==> config.mk <==
export PLATFORM = sky130hd
export DESIGN_NAME = unidad_control_multiciclo_flat
export DESIGN_NICKNAME = d
export VERILOG_FILES = /design/src/rtl/unidad_control_multiciclo_if.sv /design/src/rtl/unidad_control_multiciclo.sv /design/src/flat_wrapper.sv
export SDC_FILE = /design/constraint.sdc
export NUM_CORES = 1
export LEC_CHECK = 0
export ABC_AREA = 1
export BUFFER_PORTS_ARGS = -buffer_cell sky130_fd_sc_hd__clkbuf_2
export CORE_MARGIN = 1
export CORE_UTILIZATION = 50
export DETAILED_ROUTE_END_ITERATION = 8
export PLACE_DENSITY = 0.79
export SYNTH_ARGS = -nofsm -noshare
export SYNTH_HDL_FRONTEND = slang
export SYNTH_SLANG_ARGS = --single-unit
==> constraint.sdc <==
create_clock -name clk -period 2.45 [get_ports clk]
set_input_delay 0.3675 -clock clk [delete_from_list [all_inputs] [get_ports clk]]
set_output_delay 0.3675 -clock clk [all_outputs]
set_load 0.01 [all_outputs]
==> src/rtl/unidad_control_multiciclo_if.sv <==
// unidad_control_multiciclo_if: control bus between the multicycle MIPS control FSM and its datapath
interface unidad_control_multiciclo_if;
  logic [5:0] Opcode;
  logic       mem_ready;
  logic       PCWrite;
  logic       PCWriteCond;
  logic       IorD;
  logic       MemRead;
  logic       MemWrite;
  logic       IRWrite;
  logic       RegDst;
  logic       MemtoReg;
  logic       RegWrite;
  logic       ALUSrcA;
  logic [1:0] ALUSrcB;
  logic [2:0] dataUC;
  logic [1:0] PCSrc;
  logic       ilegal;
  modport master (
    input  Opcode, mem_ready,
    output PCWrite, PCWriteCond, IorD, MemRead, MemWrite, IRWrite, RegDst,
           MemtoReg, RegWrite, ALUSrcA, ALUSrcB, dataUC, PCSrc, ilegal
  );
  modport slave (
    output Opcode, mem_ready,
    input  PCWrite, PCWriteCond, IorD, MemRead, MemWrite, IRWrite, RegDst,
           MemtoReg, RegWrite, ALUSrcA, ALUSrcB, dataUC, PCSrc, ilegal
  );
endinterface

==> src/rtl/unidad_control_multiciclo.sv <==
// unidad_control_multiciclo: Moore control FSM sequencing a multicycle MIPS datapath
module unidad_control_multiciclo #(
  parameter int CNT_W = 16
) (
  input  logic                    clk,
  input  logic                    rst_n,
  unidad_control_multiciclo_if.master bus,
  output logic [3:0]              estado_o,
  output logic [CNT_W-1:0]        instr_cnt_o
);
  typedef enum logic [3:0] {
    FETCH  = 4'd0,
    DECODE = 4'd1,
    MEMADR = 4'd2,
    MEMRD  = 4'd3,
    MEMWB  = 4'd4,
    MEMWR  = 4'd5,
    EXEC_R = 4'd6,
    RWB    = 4'd7,
    BRANCH = 4'd8,
    EXEC_I = 4'd9,
    IWB    = 4'd10,
    JUMP   = 4'd11
  } state_t;
  localparam logic [5:0] OP_R    = 6'b000000;
  localparam logic [5:0] OP_LW   = 6'b100011;
  localparam logic [5:0] OP_SW   = 6'b101011;
  localparam logic [5:0] OP_BEQ  = 6'b000100;
  localparam logic [5:0] OP_ADDI = 6'b001000;
  localparam logic [5:0] OP_SLTI = 6'b001010;
  localparam logic [5:0] OP_J    = 6'b000010;
  state_t            state_q, state_d;
  logic              sel_q, sel_d;
  logic [CNT_W-1:0]  cnt_q, cnt_d;
  logic              inc;
  assign estado_o    = state_q;
  assign instr_cnt_o = cnt_q;
  // state, lw/sw-addi/slti selector latched at DECODE, and retired-instruction counter
  always_ff @(posedge clk or negedge rst_n) begin
    if (!rst_n) begin
      state_q <= FETCH;
      sel_q   <= 1'b0;
      cnt_q   <= '0;
    end else begin
      state_q <= state_d;
      sel_q   <= sel_d;
      cnt_q   <= cnt_d;
    end
  end
  // next state and Moore outputs; sel_q=1 means sw (memory path) or slti (immediate path)
  always_comb begin
    state_d          = FETCH;
    sel_d            = sel_q;
    inc              = 1'b0;
    bus.PCWrite      = 1'b0;
    bus.PCWriteCond  = 1'b0;
    bus.IorD         = 1'b0;
    bus.MemRead      = 1'b0;
    bus.MemWrite     = 1'b0;
    bus.IRWrite      = 1'b0;
    bus.RegDst       = 1'b0;
    bus.MemtoReg     = 1'b0;
    bus.RegWrite     = 1'b0;
    bus.ALUSrcA      = 1'b0;
    bus.ALUSrcB      = 2'b00;
    bus.dataUC       = 3'b000;
    bus.PCSrc        = 2'b00;
    bus.ilegal       = 1'b0;
    case (state_q)
      FETCH: begin
        bus.MemRead = 1'b1;
        bus.ALUSrcB = 2'b01;
        bus.IRWrite = bus.mem_ready;
        bus.PCWrite = bus.mem_ready;
        state_d     = bus.mem_ready ? DECODE : FETCH;
      end
      DECODE: begin
        bus.ALUSrcB = 2'b11;
        sel_d       = (bus.Opcode == OP_SW) || (bus.Opcode == OP_SLTI);
        case (bus.Opcode)
          OP_R:             state_d = EXEC_R;
          OP_LW, OP_SW:     state_d = MEMADR;
          OP_BEQ:           state_d = BRANCH;
          OP_ADDI, OP_SLTI: state_d = EXEC_I;
          OP_J:             state_d = JUMP;
          default:          bus.ilegal = 1'b1;
        endcase
      end
      MEMADR: begin
        bus.ALUSrcA = 1'b1;
        bus.ALUSrcB = 2'b10;
        state_d     = sel_q ? MEMWR : MEMRD;
      end
      MEMRD: begin
        bus.MemRead = 1'b1;
        bus.IorD    = 1'b1;
        state_d     = bus.mem_ready ? MEMWB : MEMRD;
      end
      MEMWB: begin
        bus.RegWrite = 1'b1;
        bus.MemtoReg = 1'b1;
        inc          = 1'b1;
      end
      MEMWR: begin
        bus.MemWrite = 1'b1;
        bus.IorD     = 1'b1;
        inc          = bus.mem_ready;
        state_d      = bus.mem_ready ? FETCH : MEMWR;
      end
      EXEC_R: begin
        bus.ALUSrcA = 1'b1;
        bus.dataUC  = 3'b010;
        state_d     = RWB;
      end
      RWB: begin
        bus.RegWrite = 1'b1;
        bus.RegDst   = 1'b1;
        inc          = 1'b1;
      end
      BRANCH: begin
        bus.ALUSrcA     = 1'b1;
        bus.dataUC      = 3'b001;
        bus.PCWriteCond = 1'b1;
        bus.PCSrc       = 2'b01;
        inc             = 1'b1;
      end
      EXEC_I: begin
        bus.ALUSrcA = 1'b1;
        bus.ALUSrcB = 2'b10;
        bus.dataUC  = sel_q ? 3'b111 : 3'b000;
        state_d     = IWB;
      end
      IWB: begin
        bus.RegWrite = 1'b1;
        inc          = 1'b1;
      end
      JUMP: begin
        bus.PCWrite = 1'b1;
        bus.PCSrc   = 2'b10;
        inc         = 1'b1;
      end
      default: state_d = FETCH;
    endcase
    cnt_d = cnt_q + CNT_W'(inc);
  end
endmodule

==> src/flat_wrapper.sv <==
// flat-port wrapper written by rule: the top's interface ports become plain ports
module unidad_control_multiciclo_flat 
#(
  parameter int CNT_W = 16
)
  (clk, rst_n, estado_o, instr_cnt_o, bus_Opcode, bus_mem_ready, bus_PCWrite, bus_PCWriteCond, bus_IorD, bus_MemRead, bus_MemWrite, bus_IRWrite, bus_RegDst, bus_MemtoReg, bus_RegWrite, bus_ALUSrcA, bus_ALUSrcB, bus_dataUC, bus_PCSrc, bus_ilegal);
  unidad_control_multiciclo_if bus_i ();
  input  logic clk;
  input  logic rst_n;
  output logic [3:0] estado_o;
  output logic [CNT_W-1:0] instr_cnt_o;
  input wire logic [$bits(bus_i.Opcode)-1:0] bus_Opcode;
  input wire logic [$bits(bus_i.mem_ready)-1:0] bus_mem_ready;
  output wire logic [$bits(bus_i.PCWrite)-1:0] bus_PCWrite;
  output wire logic [$bits(bus_i.PCWriteCond)-1:0] bus_PCWriteCond;
  output wire logic [$bits(bus_i.IorD)-1:0] bus_IorD;
  output wire logic [$bits(bus_i.MemRead)-1:0] bus_MemRead;
  output wire logic [$bits(bus_i.MemWrite)-1:0] bus_MemWrite;
  output wire logic [$bits(bus_i.IRWrite)-1:0] bus_IRWrite;
  output wire logic [$bits(bus_i.RegDst)-1:0] bus_RegDst;
  output wire logic [$bits(bus_i.MemtoReg)-1:0] bus_MemtoReg;
  output wire logic [$bits(bus_i.RegWrite)-1:0] bus_RegWrite;
  output wire logic [$bits(bus_i.ALUSrcA)-1:0] bus_ALUSrcA;
  output wire logic [$bits(bus_i.ALUSrcB)-1:0] bus_ALUSrcB;
  output wire logic [$bits(bus_i.dataUC)-1:0] bus_dataUC;
  output wire logic [$bits(bus_i.PCSrc)-1:0] bus_PCSrc;
  output wire logic [$bits(bus_i.ilegal)-1:0] bus_ilegal;
  assign bus_i.Opcode = bus_Opcode;
  assign bus_i.mem_ready = bus_mem_ready;
  assign bus_PCWrite = bus_i.PCWrite;
  assign bus_PCWriteCond = bus_i.PCWriteCond;
  assign bus_IorD = bus_i.IorD;
  assign bus_MemRead = bus_i.MemRead;
  assign bus_MemWrite = bus_i.MemWrite;
  assign bus_IRWrite = bus_i.IRWrite;
  assign bus_RegDst = bus_i.RegDst;
  assign bus_MemtoReg = bus_i.MemtoReg;
  assign bus_RegWrite = bus_i.RegWrite;
  assign bus_ALUSrcA = bus_i.ALUSrcA;
  assign bus_ALUSrcB = bus_i.ALUSrcB;
  assign bus_dataUC = bus_i.dataUC;
  assign bus_PCSrc = bus_i.PCSrc;
  assign bus_ilegal = bus_i.ilegal;
  unidad_control_multiciclo #(.CNT_W(CNT_W)) u_core (.clk(clk), .rst_n(rst_n), .bus(bus_i), .estado_o(estado_o), .instr_cnt_o(instr_cnt_o));
endmodule
==> results of run 1 <==
## registers in the layout (all words and copies together), names as in the netlist
register / flops
u_core.sel_q: 1
u_core.instr_cnt_o: 16
u_core.estado_o: 4
## cell families after synthesis
logic type / after synthesis / synth area share [%]
and+or+nand+nor: 134 / 42.9
buffers and inverters: 34 / 9.39
xor gates and xnor gates: 7 / 4.38
adders and majority gates: 2 / 1.79
AOI/OAI and AO/OA: 11 / 3.94
DFF: 21 / 37.6
## power breakdown
part	switching [mW]	internal, mW	total, mW
combinational	0.314	0.184	0.498
clock	0.0967	0.0634	0.160
sequential	0.0728	0.399	0.472
## worst register-to-register path, delay by kind of cell (launching register included)
| kind | cells | cell delay [ns] |
|---|---|---|
| and+or+nand+nor | 5 | 0.59 |
| adders and majority gates | 2 | 0.51 |
| DFF | 1 | 0.49 |
| buffers and inverters | 2 | 0.23 |
| AOI/OAI and AO/OA | 1 | 0.13 |
| xor gates and xnor gates | 1 | 0.13 |
## repair_timing
| item | in CTS | in global routing |
|---|---|---|
| buffers inserted | 0 | 0 |
| endpoints found under the setup margin | 0 | 1 |
| resized for setup | 0 | 2 |
## stage by stage
stage	std cells	util, %
6_report	288	65.8
4_1_cts	288	65.6
3_3_place_gp	284	64.6
5_1_grt	288	65.8
3_5_place_dp	284	64.6
2_1_floorplan	209	-
## metal layers
metal | share of wire [%] | wire [µm] | GRT usage [%] | up-vias
met4 | 0.42 | 12 | 2.50 | 0
met5 | 0 | 0 | 0 | -
met2 | 44 | 1240 | 32.5 | 30
li1 | - | - | - | 745
met3 | 4.7 | 133 | 5.74 | 2
met1 | 51 | 1460 | 28.1 | 587
## layout make-up
cell class	count	area [µm²]	area share, %
well taps	30	37.5	2.22
clock buffers	4	26.3	1.56
flip-flops and latches	21	527	31.2
inverters	33	124	7.33
repair buffers	46	230	13.6
multi-input cells	154	744	44.1
## placed cells by master (no fill, tap or decap), drive strengths merged, types with 3 or more instances in the layout
cell / instances
a21oi: 4
clkbuf: 50
dfrtp: 21
inv: 33
nand2: 68
nand3: 20
nand4: 6
nor2: 39
o21ai: 7
xnor2: 4
xor2: 3
## worst max path at each step
stage / end / start
floorplan: u_core.instr_cnt_o[14] / u_core.estado_o[1]
global placement: u_core.instr_cnt_o[14] / u_core.estado_o[1]
detailed placement: u_core.instr_cnt_o[14] / u_core.estado_o[1]
CTS: u_core.instr_cnt_o[14] / u_core.estado_o[1]
global route: u_core.instr_cnt_o[14] / u_core.estado_o[1]
finish: u_core.instr_cnt_o[8] / u_core.estado_o[1]
==> impl_metrics.yaml, run 1 <==
clock_network:
  clk_latency_ns: 0.30
  cts_tree: "yes"
  htree_num_levels: 1
  clkSlewWorstSetupHoldPaths_ns: 0.11
  clock_sinks: 21
  hold_buffers: 0
  numCtsBuffers: 3
  cts_max_path_buffers: 2
  root_buffer: "clkbuf_4"
finish:
  final_layout_size_suffix_gt1_share_pct: 27.5
  finalInstanceArea_um2: 1690
  area_delta_synth_final_pct: 20.8
  num_antenna_cells: 0
  fillers: 239
  finalNetCount: 270
global_routing:
  grt-ovfl-total: 0
  grt_pass1_vias: 1104
  track_usage_pct: 20.4
  grt_max_degree: 22
  grt_pass1_wl_um: 4460
  antenna_found_initial: 0
logic_synthesis:
  ys.flop_type: "dfrtp_1"
  netlist_area_um2: 1400
  avgSynthCellArea_um2: 6.69
  async_reset_ff_share_pct: 100
  synth_top_area_cell: "dfrtp_1"
  ys_seq_elements: 21
  netlist_instances: 209
  yosys-top-cells-count: "nand2_1 (64), nor2_1 (31), inv_1 (25)"
  yosysMostFrequentCell: "nand2_1"
  yosysSeqAreaShare_pct: 37.6
  synth_cell_types: 18
  synth_edf_count: 0
  synthTopCellsByArea: "dfrtp_1 (38%), nand2_1 (17%), nor2_1 (8.3%)"
  syn_nets: 220
  synth.top_cell.area_share_pct: 37.6
  ys.warnings.count: 0
floorplanning:
  num_rows: 18
  initial_core_util_pct: 54.5
  io_pins: 47
  die_w_um: 54.9
  fp.coreArea_um2: 2570
  dieHeight_um: 54.9
  die-area_um2: 3010
setup_path:
  crit_type: "reg -> reg"
  cp_cell_sequence: "nor2_1 -> inv_1 -> a21oi_1 -> nor2_1 -> nand2_1 -> ha_1 -> ha_1 -> nand3_1 -> inv_1 -> nand2_1 -> xnor2_1"
  arrival_ns: 2.36
  critPathMaxFanout: 7
  rr_worst_depth: 11
  critPathRequiredTime_ns: 2.63
  r2r_start: "u_core.estado_o[1]"
  path_depth: 11
  slowest_stage: "dfrtp_1"
  crit_family: "simple AND/OR/NAND/NOR gates"
  r2r_end: "u_core.instr_cnt_o[8]"
  worst-path-buf-inv: 2
  start_kind: "flop"
  endpoint_kind: "flop"
  crit_path_max_incr_delay_ns: 0.49
  r2r_setup_slack_ns: 0.27
drt:
  wl_per_cell_um: 9.87
  first_pass_iters: 4
  wirelength_um: 2840
  vias: 1364
  viasPerCell: 4.74
  drtAntennaViolNets: 0
  drc: 0
  drt_iter0_drc: 32
timing:
  worstMarginPinSlew_ns: 0.489
  rsz0062_at_grt: "false"
  tns_ns: 0
  finalCritPeriodShare_pct: 88.9
  max_slew_margin_pct: 67.4
  finalSetupViolCount: 0
  fin_skew_ns: 0.0116
  hold_viol_final: 1
  slew_viol_final: 0
  timing.fmax_ghz: 0.459
  setup_slack_ns: 0.272
  holdWs_ns: -0.000132
  period_needed_ns: 2.18
place:
  dp_hpwl_um: 2380
  numPortBuffers: 46
  place.gp.congestion: 0.921
  dpl_worst_slack_ns: 0.223
  postPlaceCellArea_um2: 1660
pwr:
  p_leak_nw: 0.995
  power.density_nw_per_um2: 669
  ir_worst_vdd_uv: 446
  power_mw: 1.13
outcome:
  run_status: "finished with violations"
  violations: "hold timing"
worst_hold_path:
  min_path_type: "in -> async"
job:
  max-cap-violations: 0
Power figures use the tool's default switching activity.
==> run 2: changes to the inputs <==
==> constraint.sdc (replaced) <==
create_clock -name clk -period 2.45 [get_ports clk]
set_input_delay 0.245 -clock clk [delete_from_list [all_inputs] [get_ports clk]]
set_output_delay 0.245 -clock clk [all_outputs]
set_load 0.01 [all_outputs]
==> run 2 against run 1 <==
The run now ends clean. Hold slack gained 0.28 ns. Non-clock buffer count grew 1. Register-to-register slack is essentially flat. Clock skew is essentially flat. Count of clock-buffer cells in the layout is the same. Critical path depth is the same. Die area is the same. Worst setup slack lost 0.0017 ns.
==> impl_metrics.yaml, run 2 (synthesis results as in run 1) <==
timing:
  finalSetupViolCount: 0
  timing.fmax_ghz: 0.459
  tns_ns: 0
  worstMarginPinSlew_ns: 0.490
  finalCritPeriodShare_pct: 89.0
  max_slew_margin_pct: 67.3
  fin_skew_ns: 0.0114
  period_needed_ns: 2.18
  hold_viol_final: 0
  slew_viol_final: 0
  rsz0062_at_grt: "false"
  setup_slack_ns: 0.270
floorplanning:
  dieHeight_um: 54.9
  num_rows: 18
  fp.coreArea_um2: 2570
  die-area_um2: 3010
  io_pins: 47
  initial_core_util_pct: 54.5
  die_w_um: 54.9
clock_network:
  root_buffer: "clkbuf_4"
  htree_num_levels: 1
  clkSlewWorstSetupHoldPaths_ns: 0.10
  cts_tree: "yes"
  cts_max_path_buffers: 2
  clk_latency_ns: 0.30
  clock_sinks: 21
  cts_setup_buffers: 0
  numCtsBuffers: 3
place:
  dp_hpwl_um: 2380
  dpl_worst_slack_ns: 0.223
  numPortBuffers: 46
  dp_cells: 284
  place.gp.congestion: 0.921
  postPlaceCellArea_um2: 1660
pwr:
  ir_worst_vdd_uv: 447
  seq_power_share_pct: 41.7
  power_switching_mw: 0.483
  p_leak_nw: 0.999
  comb_power_share_pct: 44.1
  power.density_nw_per_um2: 665
  power_mw: 1.13
  p_int_mw: 0.647
  clkPwrFrac_pct: 14.2
  swShare_pct: 42.7
global_routing:
  grt-ovfl-total: 0
  track_usage_pct: 20.6
  antenna_found_initial: 0
  grt_pass1_vias: 1113
  grt_max_degree: 22
  grt_pass1_wl_um: 4500
finish:
  largest_reg_flops: 16
  finalNetCount: 271
  final_layout_size_suffix_gt1_share_pct: 27.4
  area_delta_synth_final_pct: 21.5
  final_cell_mix: "nand2_1 (64), clkbuf_2 (46), nor2_1 (30)"
  final_cells: 289
  finalInstanceArea_um2: 1700
  num_antenna_cells: 0
  final_common_cell: "nand2_1"
setup_path:
  arrival_ns: 2.36
  r2r_setup_slack_ns: 0.27
  crit_type: "reg -> reg"
  critPathMaxFanout: 7
  start_kind: "flop"
  critPathRequiredTime_ns: 2.63
  endpoint_kind: "flop"
drt:
  first_pass_iters: 4
  wl_per_cell_um: 9.92
  drt_iter0_drc: 17
  wl_met2_um: 1260
  vias: 1383
  top_layer: "met4"
  drc: 0
  drtAntennaViolNets: 0
  wl_met1_um: 1460
  viasPerCell: 4.79
  dr_wl_met3_um: 132
  wirelength_um: 2870
job:
  max-cap-violations: 0
outcome:
  run_status: "finished, final reports clean"
worst_hold_path:
  min_path_type: "in -> reg"
## run 2: timing repair
item	CTS	global route
endpoints found under the hold margin	21	0
resized for setup	0	2
setup endpoints to repair	0	1
hold buffers	1	0
## run 2: power groups by stage
stage | clock (mW) | sequential (mW) | combinational [mW]
after CTS | 0.165 | 0.473 | 0.502
after global placement | 0 | 0.478 | 0.500
after floorplan | 0 | 0.494 | 0.297
final | 0.160 | 0.472 | 0.498
after global routing | 0.181 | 0.482 | 0.567
after detailed placement | 0 | 0.481 | 0.497
## run 2: path summary, 6_finish.rpt
| check | from | end | depth (start not counted) |
|---|---|---|---|
| max | u_core.estado_o[1] | u_core.instr_cnt_o[8] | 11 |
| min | bus_Opcode[2] | u_core.estado_o[2] | 4 |
| max reg2reg | u_core.estado_o[1] | u_core.instr_cnt_o[8] | 11 |
| min reg2reg | u_core.sel_q | u_core.sel_q | 2 |
| max in group asynchronous | rst_n | u_core.estado_o[3] | 2 |
| min in group asynchronous | rst_n | u_core.instr_cnt_o[14] | 2 |
## run 2: cell type report
cell class / count / area [µm²]
fillers: 240 / 868
multi-input cells: 154 / 744
clock buffers: 4 / 26.3
repair buffers: 47 / 240
well taps: 30 / 37.5
inverters: 33 / 124
flip-flops and latches: 21 / 527
## run 2: through the flow
stage          utilization, %  hold slack, ns
2_1_floorplan               -         -0.0506
3_3_place_gp             64.6           0.237
3_5_place_dp             64.6           0.233
4_1_cts                  66.0           0.270
5_1_grt                  66.2           0.263
6_report                 66.2           0.278
## run 2: worst max-delay path: stages, from the launching register on
cell	delay, ns
dfrtp_1	0.49
nor2_1	0.20
inv_1	0.09
a21oi_1	0.13
nor2_1	0.07
nand2_1	0.07
ha_1	0.25
ha_1	0.26
nand3_1	0.17
inv_1	0.14
nand2_1	0.08
xnor2_1	0.13
## run 2: metal layers
layer | track usage (%) | vias to the layer above
met5 | 0 | -
met4 | 2.50 | 0
met3 | 5.74 | 2
met2 | 33.3 | 33
met1 | 28.1 | 600
li1 | - | 748
==> run 3: changes to the inputs <==
--- a/config.mk
+++ b/config.mk
@@ -10,7 +10,8 @@
 export CORE_MARGIN = 1
 export CORE_UTILIZATION = 50
 export DETAILED_ROUTE_END_ITERATION = 8
-export PLACE_DENSITY = 0.79
+export MAX_ROUTING_LAYER = met4
+export PLACE_DENSITY = 0.76
 export SYNTH_ARGS = -nofsm -noshare
 export SYNTH_HDL_FRONTEND = slang
 export SYNTH_SLANG_ARGS = --single-unit
==> run 3 against run 2 <==
Register-to-register slack worse by 0.03 ns. First-iteration DRC count up 100%. Clock skew down 0.011 ns. Largest power group unchanged. Critical path type unchanged.
==> impl_metrics.yaml, run 3 (synthesis results as in run 1) <==
clock_network:
  cts_tree: "yes"
  clk_latency_ns: 0.30
  htree_num_levels: 1
  cts_max_path_buffers: 2
  clkSlewWorstSetupHoldPaths_ns: 0.11
  numCtsBuffers: 3
  cts_setup_buffers: 0
  clock_sinks: 21
  root_buffer: "clkbuf_4"
place:
  dp_hpwl_um: 2420
  numPortBuffers: 46
  place.gp.congestion: 0.940
global_routing:
  track_usage_pct: 22.4
  antenna_found_initial: 0
  grt_pass1_wl_um: 4680
  grt-ovfl-total: 0
  grt_pass1_vias: 1143
  grt_max_degree: 22
timing:
  tns_ns: 0
  fin_skew_ns: 0.000724
  slew_viol_final: 0
  period_needed_ns: 2.21
  timing.fmax_ghz: 0.453
  finalSetupViolCount: 0
  max_slew_margin_pct: 66.7
  hold_viol_final: 0
  worstMarginPinSlew_ns: 0.499
  finalCritPeriodShare_pct: 90.1
  rsz0062_at_grt: "false"
finish:
  finalNetCount: 271
  final_layout_size_suffix_gt1_share_pct: 27.8
  multiInputGateArea_um2: 747
  fillers: 257
  ff_latch_area_um2: 527
  num_antenna_cells: 0
  area_delta_synth_final_pct: 21.6
  final_common_cell: "nand2_1"
  largest_reg_flops: 16
  final_cell_mix: "nand2_1 (64), clkbuf_2 (46), nor2_1 (29)"
drt:
  vias: 1409
  wirelength_um: 2910
  first_pass_iters: 4
  wl_met1_um: 1490
  wl_per_cell_um: 10.1
  drtAntennaViolNets: 0
  drt_iter0_drc: 34
  top_layer: "met4"
  wl_met2_um: 1240
  dr_wl_met3_um: 160
  viasPerCell: 4.88
  drc: 0
worst_hold_path:
  min_path_type: "in -> reg"
  hold_start: "bus_Opcode[2]"
floorplanning:
  dieHeight_um: 54.9
  fp.coreArea_um2: 2570
  num_rows: 18
  initial_core_util_pct: 54.5
  io_pins: 47
  die_w_um: 54.9
  die-area_um2: 3010
pwr:
  ir_worst_vdd_uv: 551
  p_leak_nw: 0.999
  power_mw: 1.14
  power.density_nw_per_um2: 668
setup_path:
  startpoint: "u_core.estado_o[1]"
  arrival_ns: 2.41
  start_kind: "flop"
  crit_path_frequent_cell: "nand2_1"
  slowest_stage: "dfrtp_1"
  crit_path_max_incr_delay_ns: 0.53
  critPathRequiredTime_ns: 2.65
  endpoint_kind: "flop"
  critPathMaxFanout: 7
  cp_cell_sequence: "inv_1 -> nor2_1 -> and2_1 -> nor2_1 -> nand2_1 -> ha_1 -> ha_1 -> nand3_1 -> nor2_2 -> nand3_1 -> nand2_1 -> nand2_1"
  r2r_setup_slack_ns: 0.24
  crit_type: "reg -> reg"
  r2r_start: "u_core.estado_o[1]"
job:
  max-cap-violations: 0
outcome:
  run_status: "finished, final reports clean"
[run 3: area by class of cell]
cell class / count / area share [%]
Tap cell: 30 / 2.21
Clock buffer: 4 / 1.54
Sequential cell: 21 / 31.0
Multi-Input combinational cell: 154 / 43.9
Timing Repair Buffer: 47 / 14.1
Inverter: 33 / 7.28
[run 3: final timing paths]
path / endpoint / cells after the start
max: u_core.instr_cnt_o[14] / 12
min: u_core.estado_o[2] / 4
max reg2reg: u_core.instr_cnt_o[14] / 12
min reg2reg: u_core.instr_cnt_o[0] / 1
max in group asynchronous: u_core.estado_o[3] / 2
min in group asynchronous: u_core.instr_cnt_o[6] / 2
[run 3: metal layers]
metal / vias up / GRT usage [%]
met5: - / -
met1: 619 / 31.0
met4: 0 / 3.75
met3: 2 / 5.74
li1: 747 / -
met2: 41 / 33.7
[run 3: report_power, final]
group	switching, mW	internal, mW	total [mW]	leakage (nW)
combinational	0.313	0.187	0.500	0.702
clock	0.0982	0.0634	0.162	0.0150
sequential	0.0767	0.399	0.475	0.283
[run 3: timing repair]
item	4_1_cts	5_1_grt
endpoints found under the setup margin	0	1
resized for setup	0	3
hold endpoints to repair	21	0
hold buffers	1	0
[run 3: per-stage QoR]
stage | setup slack [ns] | util [%] | std cells | hold WS [ns] | instance area, µm²
after floorplan | 0.428 | - | 209 | -0.0506 | 1400
after global placement | 0.312 | 64.6 | 284 | 0.237 | 1660
after detailed placement | 0.206 | 64.6 | 284 | 0.237 | 1660
after CTS | 0.196 | 66.0 | 289 | 0.278 | 1700
after global routing | 0.00792 | 66.3 | 289 | 0.278 | 1700
final | 0.243 | 66.3 | 289 | 0.278 | 1700
[run 3: worst max-delay path, delay by kind of cell, from the launching register on]
kind / cells / cell delay [ns]
buffers and inverters: 1 / 0.07
and+or+nand+nor: 9 / 1.02
adders and majority gates: 2 / 0.50
DFF: 1 / 0.53
